`config.mk`:
```
export PLATFORM = sky130hd
export DESIGN_NAME = seq_detector_moore_flat
export DESIGN_NICKNAME = d
export VERILOG_FILES = /design/src/rtl/seq_detector_moore_if.sv /design/src/rtl/seq_detector_moore.sv /design/src/flat_wrapper.sv
export SDC_FILE = /design/constraint.sdc
export NUM_CORES = 1
export LEC_CHECK = 0
export ABC_CLOCK_PERIOD_IN_PS = 5200
export CAP_MARGIN = 15
export CORE_ASPECT_RATIO = 0.8
export CORE_MARGIN = 2
export CORE_UTILIZATION = 25
export CTS_CLUSTER_SIZE = 8
export DETAILED_ROUTE_END_ITERATION = 8
export SYNTH_ARGS = -nofsm -noshare
export SYNTH_HDL_FRONTEND = slang
export SYNTH_SLANG_ARGS = --single-unit
```
`constraint.sdc`:
```
create_clock -name clk -period 5.2 [get_ports clk]
set_input_delay 1.04 -clock clk [delete_from_list [all_inputs] [get_ports clk]]
set_output_delay 1.04 -clock clk [all_outputs]
set_load 0.05 [all_outputs]
```
`src/rtl/seq_detector_moore_if.sv`:
```
// Serial-detector bundle: sample stream, pattern load and match results.
// master drives stimulus/control, slave (the detector) returns saida/contagem.
interface seq_detector_moore_if #(
  parameter int PATTERN_LEN = 4,
  parameter int CNT_W       = 8
);
  logic                   entrada;
  logic                   valid;
  logic [PATTERN_LEN-1:0] padrao;
  logic                   carregar;
  logic                   sobreposicao;
  logic                   saida;
  logic [CNT_W-1:0]       contagem;

  modport master (
    output entrada, valid, padrao, carregar, sobreposicao,
    input  saida, contagem
  );

  modport slave (
    input  entrada, valid, padrao, carregar, sobreposicao,
    output saida, contagem
  );
endinterface

```
`src/rtl/seq_detector_moore.sv`:
```
// Moore serial-pattern detector with KMP fallback, overlap control and saturating match count.
// One bit per valid clock, no stall; saida rises the cycle after the final pattern bit is sampled.
module seq_detector_moore #(
  parameter int                     PATTERN_LEN = 4,
  parameter logic [PATTERN_LEN-1:0] PADRAO_RST  = 4'b1011,
  parameter int                     CNT_W       = 8
) (
  input  logic                 clk,
  input  logic                 rst,
  seq_detector_moore_if.slave  s_if
);
  localparam int KW = $clog2(PATTERN_LEN + 1);

  typedef enum logic [KW-1:0] {
    S_IDLE  = KW'(0),
    S_MATCH = KW'(PATTERN_LEN)
  } state_t;

  state_t                 r_state;
  logic [PATTERN_LEN-1:0] r_pat;
  logic [PATTERN_LEN-1:0] r_hist;
  logic [KW-1:0]          r_fill;
  logic [CNT_W-1:0]       r_cnt;

  state_t                 w_state_nxt;
  logic [PATTERN_LEN-1:0] w_hist_shift;
  logic [PATTERN_LEN-1:0] w_mask;
  logic [KW-1:0]          w_fill_inc;
  logic                   w_hit;
  logic                   w_oob;
  int                     w_lim;

  // Next depth is the longest suffix of the accepted bits (bounded by fill) that is a prefix of r_pat.
  always_comb begin
    w_hist_shift = {r_hist[PATTERN_LEN-2:0], s_if.entrada};
    w_fill_inc   = (int'(r_fill) >= PATTERN_LEN) ? KW'(PATTERN_LEN) : r_fill + 1'b1;
    w_oob        = int'(r_state) > PATTERN_LEN;
    w_lim        = (int'(r_state) >= PATTERN_LEN) ? PATTERN_LEN : int'(r_state) + 1;
    w_mask       = '0;
    w_state_nxt  = S_IDLE;
    for (int j = 1; j <= PATTERN_LEN; j++) begin
      w_mask = {PATTERN_LEN{1'b1}} >> (PATTERN_LEN - j);
      if (j <= int'(w_fill_inc) && j <= w_lim &&
          ((w_hist_shift ^ (r_pat >> (PATTERN_LEN - j))) & w_mask) == '0) begin
        w_state_nxt = state_t'(KW'(j));
      end
    end
    w_hit = (w_state_nxt == S_MATCH);
  end

  always_ff @(posedge clk) begin
    if (rst) begin
      r_pat   <= PADRAO_RST;
      r_state <= S_IDLE;
      r_hist  <= '0;
      r_fill  <= '0;
      r_cnt   <= '0;
    end else if (s_if.carregar) begin
      r_pat   <= s_if.padrao;
      r_state <= S_IDLE;
      r_hist  <= '0;
      r_fill  <= '0;
      r_cnt   <= '0;
    end else if (w_oob) begin
      r_state <= S_IDLE;
    end else if (s_if.valid) begin
      r_state <= w_state_nxt;
      // Non-overlapping: the matching edge is a restart point, older bits are forgotten.
      if (w_hit && !s_if.sobreposicao) begin
        r_hist <= '0;
        r_fill <= '0;
      end else begin
        r_hist <= w_hist_shift;
        r_fill <= w_fill_inc;
      end
      if (w_hit && r_cnt != {CNT_W{1'b1}}) begin
        r_cnt <= r_cnt + 1'b1;
      end
    end
  end

  assign s_if.saida    = (r_state == S_MATCH);
  assign s_if.contagem = r_cnt;
endmodule

```
`src/flat_wrapper.sv`:
```
// flat-port wrapper written by rule: the top's interface ports become plain ports
module seq_detector_moore_flat 
#(
  parameter int                     PATTERN_LEN = 4,
  parameter logic [PATTERN_LEN-1:0] PADRAO_RST  = 4'b1011,
  parameter int                     CNT_W       = 8
)
  (clk, rst, s_if_entrada, s_if_valid, s_if_padrao, s_if_carregar, s_if_sobreposicao, s_if_saida, s_if_contagem);
  seq_detector_moore_if #(.PATTERN_LEN(PATTERN_LEN), .CNT_W(CNT_W)) s_if_i ();
  input  logic clk;
  input  logic rst;
  input wire logic [$bits(s_if_i.entrada)-1:0] s_if_entrada;
  input wire logic [$bits(s_if_i.valid)-1:0] s_if_valid;
  input wire logic [$bits(s_if_i.padrao)-1:0] s_if_padrao;
  input wire logic [$bits(s_if_i.carregar)-1:0] s_if_carregar;
  input wire logic [$bits(s_if_i.sobreposicao)-1:0] s_if_sobreposicao;
  output wire logic [$bits(s_if_i.saida)-1:0] s_if_saida;
  output wire logic [$bits(s_if_i.contagem)-1:0] s_if_contagem;
  assign s_if_i.entrada = s_if_entrada;
  assign s_if_i.valid = s_if_valid;
  assign s_if_i.padrao = s_if_padrao;
  assign s_if_i.carregar = s_if_carregar;
  assign s_if_i.sobreposicao = s_if_sobreposicao;
  assign s_if_saida = s_if_i.saida;
  assign s_if_contagem = s_if_i.contagem;
  seq_detector_moore #(.PATTERN_LEN(PATTERN_LEN), .PADRAO_RST(PADRAO_RST), .CNT_W(CNT_W)) u_core (.clk(clk), .rst(rst), .s_if(s_if_i));
endmodule
```
==> metrics.cfg <==
[status]
status=completed

[place]
gp_congestion=0.769
dpl.hpwl_um=1930
port_buffers=18

[sta]
tightest_slew_ns=0.611
finalClockSkew_ns=0.00429
maxSlewHeadroom_pct=58.9
finalCritPeriodShare_pct=55.4
drv_slew=0
whs_ns=0.504
layout_min_cycle_time_ns=2.88
hold_violations=0
setup_tns_ns=0
fmax_mhz=347
rsz0062_at_grt=false
setup_viol=0

[clocking]
cts_hold_buf=0
cts.repair.resized=0
clk_latency_ns=0.26
cts.path.max_buffers=2
cts_buffers=3
cts_setup_buffers=0
clk_pin_slew_ns=0.08
cts_tree=built
cts.sinks=21
htree_levels=1
cts_root_buf=clkbuf_8

[route]
drc=0
firstDrtPassIters=4
vias=976
vias_per_cell=4.63
post_drt_wl_per_cell_um=12.1
ant_nets=0
drtIter0Drc=82
wirelength_um=2550

[logic_synthesis]
synth.distinct_cells=43
synth_ff_type=dfxtp_1
yosysSeqAreaShare_pct=33.7
yosysWarnings=0
syn_area_um2=1250
ys_seq_elements=21
syn-num-nets=151
synth_edf_count=0
netlist_instances=136
async_flop_share_pct=0
synth_area_per_cell_um2=9.16

[critical_path]
reg2reg_to=u_core.s_if.contagem[7]$_SDFFE_PP0P_
cpPeakStageDelay_ns=0.64
arrival_ns=3.07
required_ns=5.39
rrSetupSlack_ns=3.11
cp.depth=6
slowest_stage=clkdlybuf4s50_1
r2r_start=u_core.r_state[0]$_SDFFE_PP0P_
worstSetupStartpointType=input pin
path_cells=clkdlybuf4s50_1 -> xnor2_2 -> nand3_4 -> or3_4 -> or4_1 -> a21oi_1
crit_buf_inv=1
crit_type=in -> reg
cp_top_family=simple AND/OR/NAND/NOR gates
critPathMaxFanout=7
r2r_cells=7
end_kind=register

[power]
p_leak_nw=0.487
power.density_nw_per_um2=210
ir_worst_vdd_uv=99.4

[die]
core_area_um2=4680
dieArea_um2=5570
die_w_um=82.9
rows=22
start_util_pct=26.6
die_h_um=67.2
io_pins=19

[finish]
drive_above_1_share_pct=9.27
n_antenna_cell=0
multi_input_area_um2=754
syn2layout_area_growth_pct=20.3
fillers=496
seq_area_um2=420
layout_commonest_cell=dfxtp_1
layout_common_cells=dfxtp_1 (21), clkdlybuf4s50_1 (18), nor2_1 (15)
nNetsFinal=167

[global_route]
antenna_found_initial=0
grt_max_degree=15
grtUsageTotal_pct=10.1
grt_pass1_vias=893
grt_pass1_wl_um=4450
gr-total-overflow=0

[min_path]
hold_start=u_core.r_state[1]$_SDFFE_PP0P_
hold_depth=2
hold_path_end=u_core.r_state[1]$_SDFFE_PP0P_
min_path_type=reg -> reg

[job]
maxCapViolCount=0

worst max path at each step:
stage                            start                              endpoint  slack [ns]
after floorplan           s_if_entrada  u_core.s_if.contagem[7]$_SDFFE_PP0P_        2.67
after global placement    s_if_entrada  u_core.s_if.contagem[7]$_SDFFE_PP0P_        2.09
after detailed placement  s_if_entrada  u_core.s_if.contagem[7]$_SDFFE_PP0P_        2.04
after CTS                 s_if_entrada  u_core.s_if.contagem[7]$_SDFFE_PP0P_        2.31
after global routing      s_if_entrada  u_core.s_if.contagem[7]$_SDFFE_PP0P_        2.21
final                     s_if_entrada  u_core.s_if.contagem[7]$_SDFFE_PP0P_        2.32
final cells by class:
| class | count | share of cell area [%] |
|---|---|---|
| clock buffers | 3 | 2.75 |
| clock inverters | 1 | 0.334 |
| inverters | 6 | 1.50 |
| multi-input cells | 102 | 50.3 |
| flip-flops and latches | 21 | 28.0 |
| well taps | 60 | 5.01 |
| repair buffers | 18 | 12.0 |
report_power, final:
| part | internal [mW] | switching [mW] | leakage [nW] |
|---|---|---|---|
| combinational | 0.0213 | 0.0168 | 0.291 |
| sequential | 0.164 | 0.00600 | 0.171 |
| clock | 0.0533 | 0.0528 | 0.0255 |
| total | 0.239 | 0.0756 | 0.487 |
state kept, by name, summed over array words and instances (netlist names):
name / flops
u_core.r_fill: 3
u_core.r_hist: 3
u_core.r_pat: 4
u_core.r_state: 3
u_core.s_if.contagem: 8
synthesized netlist by cell type (2+ instances only):
| master | instances | area, µm² |
|---|---|---|
| a211o_1 | 3 | 26.3 |
| a21oi_1 | 4 | 20.0 |
| a22oi_1 | 4 | 30.0 |
| and2_1 | 2 | 12.5 |
| buf_6 | 3 | 33.8 |
| clkbuf_1 | 3 | 11.3 |
| dfxtp_1 | 21 | 420 |
| ha_1 | 5 | 62.6 |
| inv_1 | 6 | 22.5 |
| mux2i_1 | 2 | 20.0 |
| nand2_1 | 7 | 26.3 |
| nand2b_1 | 3 | 18.8 |
| nand3_1 | 5 | 25.0 |
| nor2_1 | 15 | 56.3 |
| nor2b_1 | 4 | 25.0 |
| nor3_1 | 4 | 20.0 |
| nor4_1 | 2 | 12.5 |
| o211ai_1 | 2 | 15.0 |
| o21ai_0 | 4 | 20.0 |
| o311ai_0 | 2 | 17.5 |
| or2_2 | 3 | 18.8 |
| or4_1 | 2 | 15.0 |
| xnor2_1 | 8 | 70.1 |
| xnor2_2 | 2 | 32.5 |
| xnor2_4 | 2 | 55.1 |
cells by family (layout without fill, tap and decap cells):
logic type                 Yosys count  in the layout  synth area share, %
buffers and inverters               13             28                 5.72
xor gates and xnor gates            13             13                 13.4
muxes                                2              2                 1.61
adders and majority gates            5              5                 5.02
DFF                                 21             21                 33.7
and+or+nand+nor                     55             55                 24.7
AOI/OAI and AO/OA                   27             27                 15.9
through the flow:
| stage | cells | worst slack, ns | total power [mW] | area [µm²] | util (%) |
|---|---|---|---|---|---|
| after floorplan | 136 | 2.67 | 0.202 | 1250 | - |
| after global placement | 207 | 2.09 | 0.212 | 1450 | 31.0 |
| after detailed placement | 207 | 2.04 | 0.212 | 1450 | 31.0 |
| after CTS | 211 | 2.31 | 0.320 | 1500 | 32.0 |
| after global routing | 211 | 2.21 | 0.333 | 1500 | 32.0 |
| final | 211 | 2.32 | 0.314 | 1500 | 32.0 |
per-layer routing:
layer,global-route usage (%),vias to the layer above,part of all wire (%)
met5,0,-,0
met4,3.69,0,1.8
met3,2.44,6,3.1
met2,13.2,17,39
met1,15.5,440,57
li1,-,513,-
worst register-to-register path: cells and delay by family, from the launching register on:
kind	cells	cell delay, ns
flip-flops	1	0.35
buffers and inverters	1	0.07
adder cells (fa/ha/maj)	1	0.15
AND/OR/NAND/NOR	3	1.11
AO/OA/AOI/OAI	2	0.34
(Power assumes the default switching activity.)
